===== config.mk =====
export PLATFORM = sky130hd
export DESIGN_NAME = dmem_arbiter
export DESIGN_NICKNAME = d
export VERILOG_FILES = /design/src/rtl/dmem_arbiter.sv
export SDC_FILE = /design/constraint.sdc
export NUM_CORES = 1
export LEC_CHECK = 0
export BUFFER_PORTS_ARGS = -buffer_cell sky130_fd_sc_hd__buf_2
export CORE_AREA = 5 5 229 231
export CTS_CLUSTER_DIAMETER = 150
export DETAILED_ROUTE_END_ITERATION = 10
export DIE_AREA = 0 0 234 236
export SYNTH_ARGS = -nofsm -noshare
export SYNTH_HDL_FRONTEND = slang
export SYNTH_SLANG_ARGS = --single-unit

===== constraint.sdc =====
create_clock -name clk -period 2.7 [get_ports clk]
set_clock_uncertainty 0.05 [all_clocks]
set_input_delay 0.27 -clock clk [delete_from_list [all_inputs] [get_ports clk]]
set_output_delay 0.27 -clock clk [all_outputs]
set_load 0.005 [all_outputs]

===== src/rtl/dmem_arbiter.sv =====
// Two-port arbiter/sequencer in front of a single-port data_mem: each access runs IDLE -> ACCESS -> DONE.
// Build option: define DMEM_ARB_RR_EN for round-robin tie-breaking; undefined gives fixed priority to port 0.
module dmem_arbiter #(
  parameter int AW = 64,
  parameter int DW = 64
) (
  input  logic          clk,
  input  logic          rst,
  input  logic          m0_req,
  input  logic          m0_we,
  input  logic [AW-1:0] m0_addr,
  input  logic [DW-1:0] m0_wdata,
  output logic          m0_gnt,
  output logic          m0_done,
  output logic [DW-1:0] m0_rdata,
  input  logic          m1_req,
  input  logic          m1_we,
  input  logic [AW-1:0] m1_addr,
  input  logic [DW-1:0] m1_wdata,
  output logic          m1_gnt,
  output logic          m1_done,
  output logic [DW-1:0] m1_rdata,
  output logic          mem_MemRead,
  output logic          mem_MemWrite,
  output logic [AW-1:0] mem_addr,
  output logic [DW-1:0] mem_w_data,
  input  logic [DW-1:0] mem_r_data,
  output logic          busy
);

  localparam logic [1:0] ST_IDLE   = 2'd0;
  localparam logic [1:0] ST_ACCESS = 2'd1;
  localparam logic [1:0] ST_DONE   = 2'd2;

  logic [1:0]    req;
  logic [1:0]    req_we;
  logic [AW-1:0] req_addr  [2];
  logic [DW-1:0] req_wdata [2];

  assign req          = {m1_req, m0_req};
  assign req_we       = {m1_we, m0_we};
  assign req_addr[0]  = m0_addr;
  assign req_addr[1]  = m1_addr;
  assign req_wdata[0] = m0_wdata;
  assign req_wdata[1] = m1_wdata;

  logic [1:0]    state_q, state_d;
  logic          win_q, win_d;
  logic          we_q, we_d;
  logic [AW-1:0] addr_q, addr_d;
  logic [DW-1:0] wdata_q, wdata_d;
  logic [1:0]    gnt_q, gnt_d;
  logic [1:0]    done_q, done_d;
  logic          rd_q, rd_d;
  logic          wr_q, wr_d;
  logic          pick_valid;
  logic          pick;

  assign pick_valid = |req;

`ifdef DMEM_ARB_RR_EN
  // ptr_q holds the last granted port; a tie goes to the other one.
  logic ptr_q, ptr_d;

  always_comb begin
    pick = ~req[0];
    if (&req) begin
      pick = ~ptr_q;
    end
    ptr_d = ptr_q;
    if (state_q == ST_IDLE && pick_valid) begin
      ptr_d = pick;
    end
  end

  always_ff @(posedge clk) begin
    if (rst) begin
      ptr_q <= 1'b1;
    end else begin
      ptr_q <= ptr_d;
    end
  end
`else
  assign pick = ~req[0];
`endif

  always_comb begin
    state_d = state_q;
    win_d   = win_q;
    we_d    = we_q;
    addr_d  = addr_q;
    wdata_d = wdata_q;
    gnt_d   = 2'b00;
    done_d  = 2'b00;
    rd_d    = 1'b0;
    wr_d    = 1'b0;
    case (state_q)
      ST_IDLE: begin
        if (pick_valid) begin
          // Strobes and grant are set up one edge early so they are plain flop outputs in ACCESS.
          win_d       = pick;
          we_d        = req_we[pick];
          addr_d      = req_addr[pick];
          wdata_d     = req_wdata[pick];
          gnt_d[pick] = 1'b1;
          rd_d        = ~req_we[pick];
          wr_d        = req_we[pick];
          state_d     = ST_ACCESS;
        end
      end
      ST_ACCESS: begin
        done_d[win_q] = 1'b1;
        state_d       = ST_DONE;
      end
      ST_DONE: begin
        state_d = ST_IDLE;
      end
      default: begin
        state_d = ST_IDLE;
      end
    endcase
  end

  always_ff @(posedge clk) begin
    if (rst) begin
      state_q <= ST_IDLE;
      win_q   <= 1'b0;
      we_q    <= 1'b0;
      addr_q  <= '0;
      wdata_q <= '0;
      gnt_q   <= 2'b00;
      done_q  <= 2'b00;
      rd_q    <= 1'b0;
      wr_q    <= 1'b0;
    end else begin
      state_q <= state_d;
      win_q   <= win_d;
      we_q    <= we_d;
      addr_q  <= addr_d;
      wdata_q <= wdata_d;
      gnt_q   <= gnt_d;
      done_q  <= done_d;
      rd_q    <= rd_d;
      wr_q    <= wr_d;
    end
  end

  // Per-port read-data holding registers; a store leaves the previous load value in place.
  generate
    for (genvar gi = 0; gi < 2; gi++) begin : g_port
      logic [DW-1:0] rdata_q, rdata_d;

      always_comb begin
        rdata_d = rdata_q;
        if (state_q == ST_ACCESS && !we_q && win_q == 1'(gi)) begin
          rdata_d = mem_r_data;
        end
      end

      always_ff @(posedge clk) begin
        if (rst) begin
          rdata_q <= '0;
        end else begin
          rdata_q <= rdata_d;
        end
      end
    end
  endgenerate

  assign m0_gnt       = gnt_q[0];
  assign m1_gnt       = gnt_q[1];
  assign m0_done      = done_q[0];
  assign m1_done      = done_q[1];
  assign m0_rdata     = g_port[0].rdata_q;
  assign m1_rdata     = g_port[1].rdata_q;
  assign mem_MemRead  = rd_q;
  assign mem_MemWrite = wr_q;
  assign mem_addr     = addr_q;
  assign mem_w_data   = wdata_q;
  assign busy         = (state_q != ST_IDLE);

endmodule

==> results.cfg, run 1 <==
[pwr]
vdd_ir_drop_max_mv = 0.408
p_per_area_nw_per_um2 = 564
leakage_nw = 8.27

[cells_and_area]
areaGrowthSynthToFinish_pct = 75.6
multiInputGateArea_um2 = 4630
fin_cells = 2580
drive_gt1_share_pct = 38.3
final-seq-area_um2 = 5330
n_fill_cell = 4914
final_nets = 2210

[status]
outcome = complete, no violations

[sta]
hold_viol = 0
fin_tns_setup_ns = 0
tightestPinTransition_ns = 0.921
fin_crit_ns = 1.97
grt_setup_unrepaired = false
relSlewSlack_pct = 38.6
slew_viol_final = 0
setup_violations = 0
post-route-period-util_pct = 72.9
max_freq_ghz = 0.508

[yosys]
postSynthNetCount = 1340
ys_warn_count = 0
syn_area_um2 = 10300
syn_inst = 1014
syn_avg_cell_area_um2 = 10.2
synth_area_leaders = dfxtp_1 52%, mux2i_1 13%, o2bb2ai_2 10%, nand2_1 9.3%, a21oi_1 6.2%
yosysSeqAreaShare_pct = 51.6
synth-seq-cells = 266
yosysTopAreaCellShare_pct = 51.6
yosys.area.top_type = dfxtp_1
synth_cell_types = 24

[job]
max_cap_violations = 0

[global_route]
antenna_found_initial = 1
grt_usage_pct = 14.6
grt_pass1_vias = 11793
globalRouteMet1Util_pct = 16.4
met2_usage_pct = 25.9
overflow = 0
grt_max_degree = 129
grt_pass1_wl_mm = 65.5
grt-busiest-layer = met2
met3_usage_pct = 3.46

[placed_design]
dp_hpwl_mm = 28.8
io_buffers = 588
place.gp.congestion = 0.901
numPlacedInstances = 2204

[drt]
postRouteWirelength_mm = 43.3
drt_iter0_markers = 444
drc_errors = 0
antenna_left = 0
avgViaCountPerCell = 4.25
vias = 10953
dr.pass1.iters = 5
wl_per_cell_um = 16.8

[worst_setup_path]
cp_max_fo = 46
end_kind = flip-flop
reg2reg_depth = 4
cp-start-kind = flip-flop
crit_arrival_ns = 2.42
critPathKind = reg2reg
required_ns = 3.15

[floorplanning]
fp.dieH_um = 236
die_area_um2 = 55200
io_pins = 589
rows = 82
core-area_um2 = 49900
die_w_um = 234
floorplan.initialDensity_pct = 20.7

[clock_network]
post_cts_resized = 0
cts_made_buffers = 30
cts.sinks = 266
post_cts_buffers = 0
cts-root-buf = clkbuf_16
cts_hold_buf = 320
htreeDepth = 1
clockBufferDepth = 3
clk_pin_slew_ns = 0.06
clk_latency_ns = 0.56
cts_tree = yes

[hold_path]
hold_depth = 3
worstHoldPathType = in2reg
## metrics by stage
step | total power [W] | hold slack, ns | setup slack [ns] | utilization (%) | cell area (um2)
2_1_floorplan | 0.00512 | 0.356 | 1.11 | - | 10300
3_3_place_gp | 0.00586 | 0.388 | 0.829 | 28.0 | 14000
3_5_place_dp | 0.00589 | 0.391 | 0.780 | 28.0 | 14000
4_1_cts | 0.0103 | 0.00830 | 0.749 | 36.4 | 18100
5_1_grt | 0.0107 | 0.0371 | 0.658 | 36.4 | 18100
6_report | 0.0102 | 0.0493 | 0.731 | 36.4 | 18100
## power by group
part           internal (W)  switching, W
logic               0.00102      0.000862
clock network       0.00232       0.00165
registers           0.00420      0.000180
total               0.00754       0.00269
## logic make-up after synthesis
kind of cell / synth area share [%]
DFF: 51.6
muxes: 12.5
buffers and inverters: 4.13
AOI/OAI and AO/OA: 21.6
and+or+nand+nor: 10.2
## worst paths after layout
check	from	end	slack, ns
max	state_q[1]	mem_addr[3]	0.73
min	m0_addr[42]	mem_addr[42]	0.05
max reg2reg	state_q[1]	mem_addr[3]	0.73
min reg2reg	m0_rdata[41]	m0_rdata[41]	0.40
## worst max-delay path, stage by stage (launching register included)
cell       delay [ns]
dfxtp_1          0.37
or2_4            0.28
or3_4            0.60
buf_12           0.30
o2bb2ai_2        0.19
## metal layers
| metal | wire [um] | up-vias |
|---|---|---|
| li1 | - | 5288 |
| met1 | 16500 | 5111 |
| met2 | 21600 | 437 |
| met3 | 3000 | 117 |
| met4 | 2190 | 0 |
| met5 | 0 | - |
## Yosys cell counts
cell type	number
or3_1	1
mux2i_1	129
inv_1	2
clkbuf_1	45
o2bb2ai_2	70
o2bb2ai_1	59
buf_4	1
nand4bb_1	1
nand2_1	256
buf_1	10
a21oi_1	128
nor3_1	1
nor4bb_1	1
nand2b_1	1
o21ba_2	1
a22o_1	1
dfxtp_1	266
or2_4	1
and2_1	2
buf_2	23
or4b_2	1
buf_6	8
nor4b_1	1
nor2_1	5
## registers in the layout (all words and copies together), names as in the netlist
name	flops
mem_w_data	64
we_q	1
mem_MemWrite	1
m0_rdata	64
mem_MemRead	1
win_q	1
gnt_q	2
m1_rdata	64
done_q	2
mem_addr	64
state_q	2
## cell usage in the layout (no fill, tap or decap), drive strengths merged
master,n
a21oi,128
a22o,1
and2,2
buf,605
bufinv,1
clkbuf,43
clkinv,9
clkinvlp,2
dfxtp,266
diode,1
dlygate4sd3,320
inv,2
mux2i,129
nand2,256
nand2b,1
nand4bb,1
nor2,5
nor3,1
nor4b,1
nor4bb,1
o21ba,1
o2bb2ai,129
or2,1
or3,1
or4b,1
## final cells by class
cell class | count | area share [%]
inverter | 2 | 0.0414
antenna | 1 | 0.0138
timing repair buffer | 925 | 35.1
clock buffer | 43 | 4.80
tap | 672 | 4.64
multi-input combinational | 659 | 25.5
clock inverter | 12 | 0.497
sequential | 266 | 29.4
Power figures use the tool's default switching activity.
==> run 2: changes to the inputs <==
==> constraint.sdc (replaced) <==
create_clock -name clk -period 1.6 [get_ports clk]
set_clock_uncertainty 0.05 [all_clocks]
set_input_delay 0.16 -clock clk [delete_from_list [all_inputs] [get_ports clk]]
set_output_delay 0.16 -clock clk [all_outputs]
set_load 0.005 [all_outputs]
==> results.cfg, run 2 (same netlist as run 1, synthesis figures left out) <==
[worst_setup_path]
critPathKind = reg2reg
path_cells = or2_4 -> or3_4 -> buf_12 -> o2bb2ai_2
reg2reg_depth = 4
timing.rr.end = mem_w_data[38]
cp-startpoint = state_q[1]
critPathSlowestCell = or3_4
reg2reg_slack_ns = -0.04
crit_arrival_ns = 2.05
cp_max_fo = 31
required_ns = 2.01
cpPeakStageDelay_ns = 0.47
end_kind = flip-flop
cp-start-kind = flip-flop
critPathCapture = mem_w_data[38]
reg2reg_from = state_q[1]

[floorplanning]
die_area_um2 = 55200
fp.dieH_um = 236
core-area_um2 = 49900
die_w_um = 234
io_pins = 589
floorplan.initialDensity_pct = 20.7
rows = 82

[sta]
fin_tns_setup_ns = -0.606
post-route-period-util_pct = 103
grt_setup_unrepaired = true
fin_crit_ns = 1.64
max_freq_ghz = 0.610
relSlewSlack_pct = 51.1
setup_violations = 41
fin_ws_ns = -0.0404
hold_viol = 0
tightestPinTransition_ns = 0.733
slew_viol_final = 0

[clock_network]
clockBufferDepth = 3
cts.sinks = 266
cts_made_buffers = 29
cts_tree = yes
clk_latency_ns = 0.55
clk_pin_slew_ns = 0.06
htreeDepth = 1
cts-root-buf = clkbuf_16

[hold_path]
worstHoldPathType = in2reg

[global_route]
grt-busiest-layer = met2
globalRouteMet1Util_pct = 16.8
grt_pass1_vias = 12321
met2_usage_pct = 27.0
grt_max_degree = 131
grt_pass1_wl_mm = 67.4
overflow = 0
antenna_found_initial = 0
met3_usage_pct = 3.54
grt_usage_pct = 15.1

[placed_design]
place.gp.congestion = 0.915
place_area_um2 = 14300
dp_hpwl_mm = 30.1
io_buffers = 588

[cells_and_area]
mostFrequentLayoutCells = 585 x buf_2, 322 x dlygate4sd3_1, 264 x dfxtp_1
fin_area_um2 = 18900
final_common_cell = buf_2
drive_gt1_share_pct = 40.9
final_nets = 2260
antenna_cells = 0
n_fill_cell = 4852
fin_util_pct = 37.8
areaGrowthSynthToFinish_pct = 82.6

[pwr]
p_per_area_nw_per_um2 = 947
vdd_ir_drop_max_mv = 0.673
leakage_nw = 8.62

[drt]
avgViaCountPerCell = 4.34
wl_per_cell_um = 17.2
drt_iter0_markers = 420
dr.pass1.iters = 5
drc_errors = 0
vias = 11396
antenna_left = 0
postRouteWirelength_mm = 45.3

[status]
outcome = complete, but fails checks
violations = setup timing

[job]
max_cap_violations = 0
## run 2: stage by stage
step | power [W] | std cells | hold WS [ns] | worst slack [ns]
after floorplan | 0.00865 | 1014 | 0.246 | 0.0128
after global placement | 0.0100 | 2238 | 0.363 | -0.0266
after detailed placement | 0.0101 | 2238 | 0.370 | -0.0432
after CTS | 0.0180 | 2615 | 0.0291 | -0.0649
after global routing | 0.0187 | 2627 | 0.0623 | -0.0769
final | 0.0179 | 2627 | 0.0634 | -0.0404
## run 2: how the worst min path moves through the flow
stage	to	from	slack [ns]	depth (start not counted)
after floorplan	m0_rdata[0]	mem_r_data[0]	0.25	2
after global placement	m0_rdata[8]	mem_r_data[8]	0.36	3
after detailed placement	m1_rdata[11]	mem_r_data[11]	0.37	3
after CTS	we_q	rst	0.03	3
after global routing	we_q	rst	0.06	3
final	we_q	rst	0.06	3
## run 2: final cells by class
class / count / area, um2 / area share (%)
repair buffers: 976 / 6970 / 37.0
flip-flops and latches: 266 / 5330 / 28.3
multi-input cells: 659 / 4700 / 24.9
clock buffers: 41 / 851 / 4.51
well taps: 672 / 841 / 4.46
clock inverters: 11 / 158 / 0.836
inverters: 2 / 7.51 / 0.0398
## run 2: power by group
group	switching, W	total, W	internal [W]	leakage (nW)
Combinational	0.00155	0.00345	0.00190	5.95
Sequential	0.000293	0.00738	0.00709	2.18
Clock	0.00270	0.00702	0.00431	0.500
Total	0.00455	0.0179	0.0133	8.62
## run 2: critical path, delay by kind of cell, from the launching register on
family	cells	cell delay, ns
flip-flops	1	0.33
buffers and inverters	1	0.21
AND/OR/NAND/NOR	2	0.72
AO/OA/AOI/OAI	1	0.18
## run 2: routing by layer
metal	vias to the layer above	routed length (um)
li1	5396	-
met1	5407	17700
met2	461	22300
met3	132	3020
met4	0	2260
met5	-	0
## run 2: timing repair
item,in CTS,in global routing
endpoints found under the setup margin,142,187
cloned,1,4
resized for setup,5,26
buffers inserted,2,8
pin swaps,1,2
endpoints found under the hold margin,257,0
hold buffers,322,0
==> run 3: changes to the inputs <==
--- a/config.mk
+++ b/config.mk
@@ -6,10 +6,11 @@
 export NUM_CORES = 1
 export LEC_CHECK = 0
 export BUFFER_PORTS_ARGS = -buffer_cell sky130_fd_sc_hd__buf_2
-export CORE_AREA = 5 5 229 231
+export CORE_AREA = 4 4 228 230
 export CTS_CLUSTER_DIAMETER = 150
 export DETAILED_ROUTE_END_ITERATION = 10
-export DIE_AREA = 0 0 234 236
+export DIE_AREA = 0 0 232 234
+export PLACE_DENSITY = 0.42
 export SYNTH_ARGS = -nofsm -noshare
 export SYNTH_HDL_FRONTEND = slang
 export SYNTH_SLANG_ARGS = --single-unit
==> results.cfg, run 3 (same netlist as run 1, synthesis figures left out) <==
[floorplanning]
core-area_um2 = 49900
die_area_um2 = 54300
floorplan.initialDensity_pct = 20.7
fp.dieH_um = 234
rows = 82
io_pins = 589
die_w_um = 232

[status]
violations = setup timing
outcome = complete, but fails checks

[cells_and_area]
final-seq-area_um2 = 5330
drive_gt1_share_pct = 41.1
mostFrequentLayoutCells = 585 x buf_2, 322 x dlygate4sd3_1, 263 x dfxtp_1
final_nets = 2274
fin_area_um2 = 19000
n_fill_cell = 5028
multiInputGateArea_um2 = 4740
areaGrowthSynthToFinish_pct = 84.2
final_common_cell = buf_2

[pwr]
leakage_nw = 8.71
p_per_area_nw_per_um2 = 931
vdd_ir_drop_max_mv = 0.741

[placed_design]
place.gp.congestion = 0.802
io_buffers = 588
place_area_um2 = 14500
dp_slack_ns = -0.0648
dp_hpwl_mm = 30.1

[worst_setup_path]
cp-start-kind = flip-flop
cp_max_fo = 13
cp_top_family = simple AND/OR/NAND/NOR gates
cp.buffers_inverters = 2
critPathKind = reg2reg
cpPeakStageDelay_ns = 0.41
end_kind = flip-flop
crit_arrival_ns = 2.06
reg2reg_slack_ns = -0.04
required_ns = 2.02
path_cells = or2_4 -> or3_4 -> buf_12 -> buf_6 -> o2bb2ai_1
critPathSlowestCell = or3_4

[sta]
post-route-period-util_pct = 103
max_freq_ghz = 0.610
hold_viol = 0
tightestPinTransition_ns = 0.761
slew_viol_final = 0
grt_setup_unrepaired = true
fin_ws_ns = -0.0405
relSlewSlack_pct = 49.3
setup_violations = 19
fin_crit_ns = 1.64

[clock_network]
clockBufferDepth = 3
clk_pin_slew_ns = 0.06
clk_latency_ns = 0.55
htreeDepth = 1
cts-root-buf = clkbuf_16
cts_tree = yes
cts_made_buffers = 31
cts.sinks = 266

[global_route]
grt_max_degree = 131
overflow = 0
grt_usage_pct = 14.7
antenna_found_initial = 1
grt_pass1_vias = 11659
grt_pass1_wl_mm = 64.5

[drt]
drc_errors = 0
vias = 11023
avgViaCountPerCell = 4.17
drt_iter0_markers = 402
wl_per_cell_um = 16.7
postRouteWirelength_mm = 44.1
antenna_left = 0
dr.pass1.iters = 6

[hold_path]
worstHoldPathType = in2reg

[job]
max_cap_violations = 0
-- run 3: report_power, final --
part	total [W]	internal (W)	switching (W)	leakage, nW
Combinational	0.00351	0.00196	0.00155	6.06
Sequential	0.00736	0.00709	0.000269	2.18
Clock	0.00684	0.00408	0.00276	0.476
-- run 3: metal layers --
layer | part of all wire, % | wire, um | GRT usage, % | vias to the layer above
met5 | 0 | 0 | 0 | -
met2 | 50 | 22100 | 26.7 | 368
met1 | 40 | 17600 | 16.8 | 5116
li1 | - | - | - | 5438
met3 | 5.7 | 2520 | 3.10 | 101
met4 | 4.3 | 1910 | 6.09 | 0
-- run 3: layout make-up --
type / instances / area share, %
Tap cell: 672 / 4.42
Multi-Input combinational cell: 659 / 24.9
Clock inverter: 3 / 0.230
Clock buffer: 51 / 4.89
Inverter: 2 / 0.0395
Antenna cell: 1 / 0.0132
Sequential cell: 266 / 28.0
Timing Repair Buffer: 988 / 37.5
-- run 3: final timing paths --
| path | from | to | cells past startpoint |
|---|---|---|---|
| worst max-delay path | state_q[0] | mem_addr[49] | 5 |
| worst min-delay path | rst | m0_rdata[11] | 3 |
| worst max register to register | state_q[0] | mem_addr[49] | 5 |
| worst min register to register | m0_rdata[8] | m0_rdata[8] | 2 |
-- run 3: timing repair --
action,CTS,global route
endpoints found under the hold margin,258,0
buffers inserted,3,4
gates resized for setup,8,35
gates cloned,1,5
endpoints found under the setup margin,170,182
pin swaps,2,1
hold buffers,322,0
-- run 3: per-stage QoR --
step                util [%]  hold WS [ns]  setup TNS, ns  power (W)  cells
detailed placement      29.0         0.368          -5.93     0.0101   2252
CTS                     37.6        0.0778          -2.20     0.0179   2632
global route            38.2        0.0829          -7.98     0.0186   2642
floorplan                  -         0.246              0    0.00865   1014
global placement        29.0         0.365          -2.80     0.0101   2252
finish                  38.2        0.0972         -0.130     0.0177   2642
-- run 3: tightest hold or removal path: stages --
cell and delay, ns:
buf_4 0.13, buf_12 0.19, a21oi_1 0.16
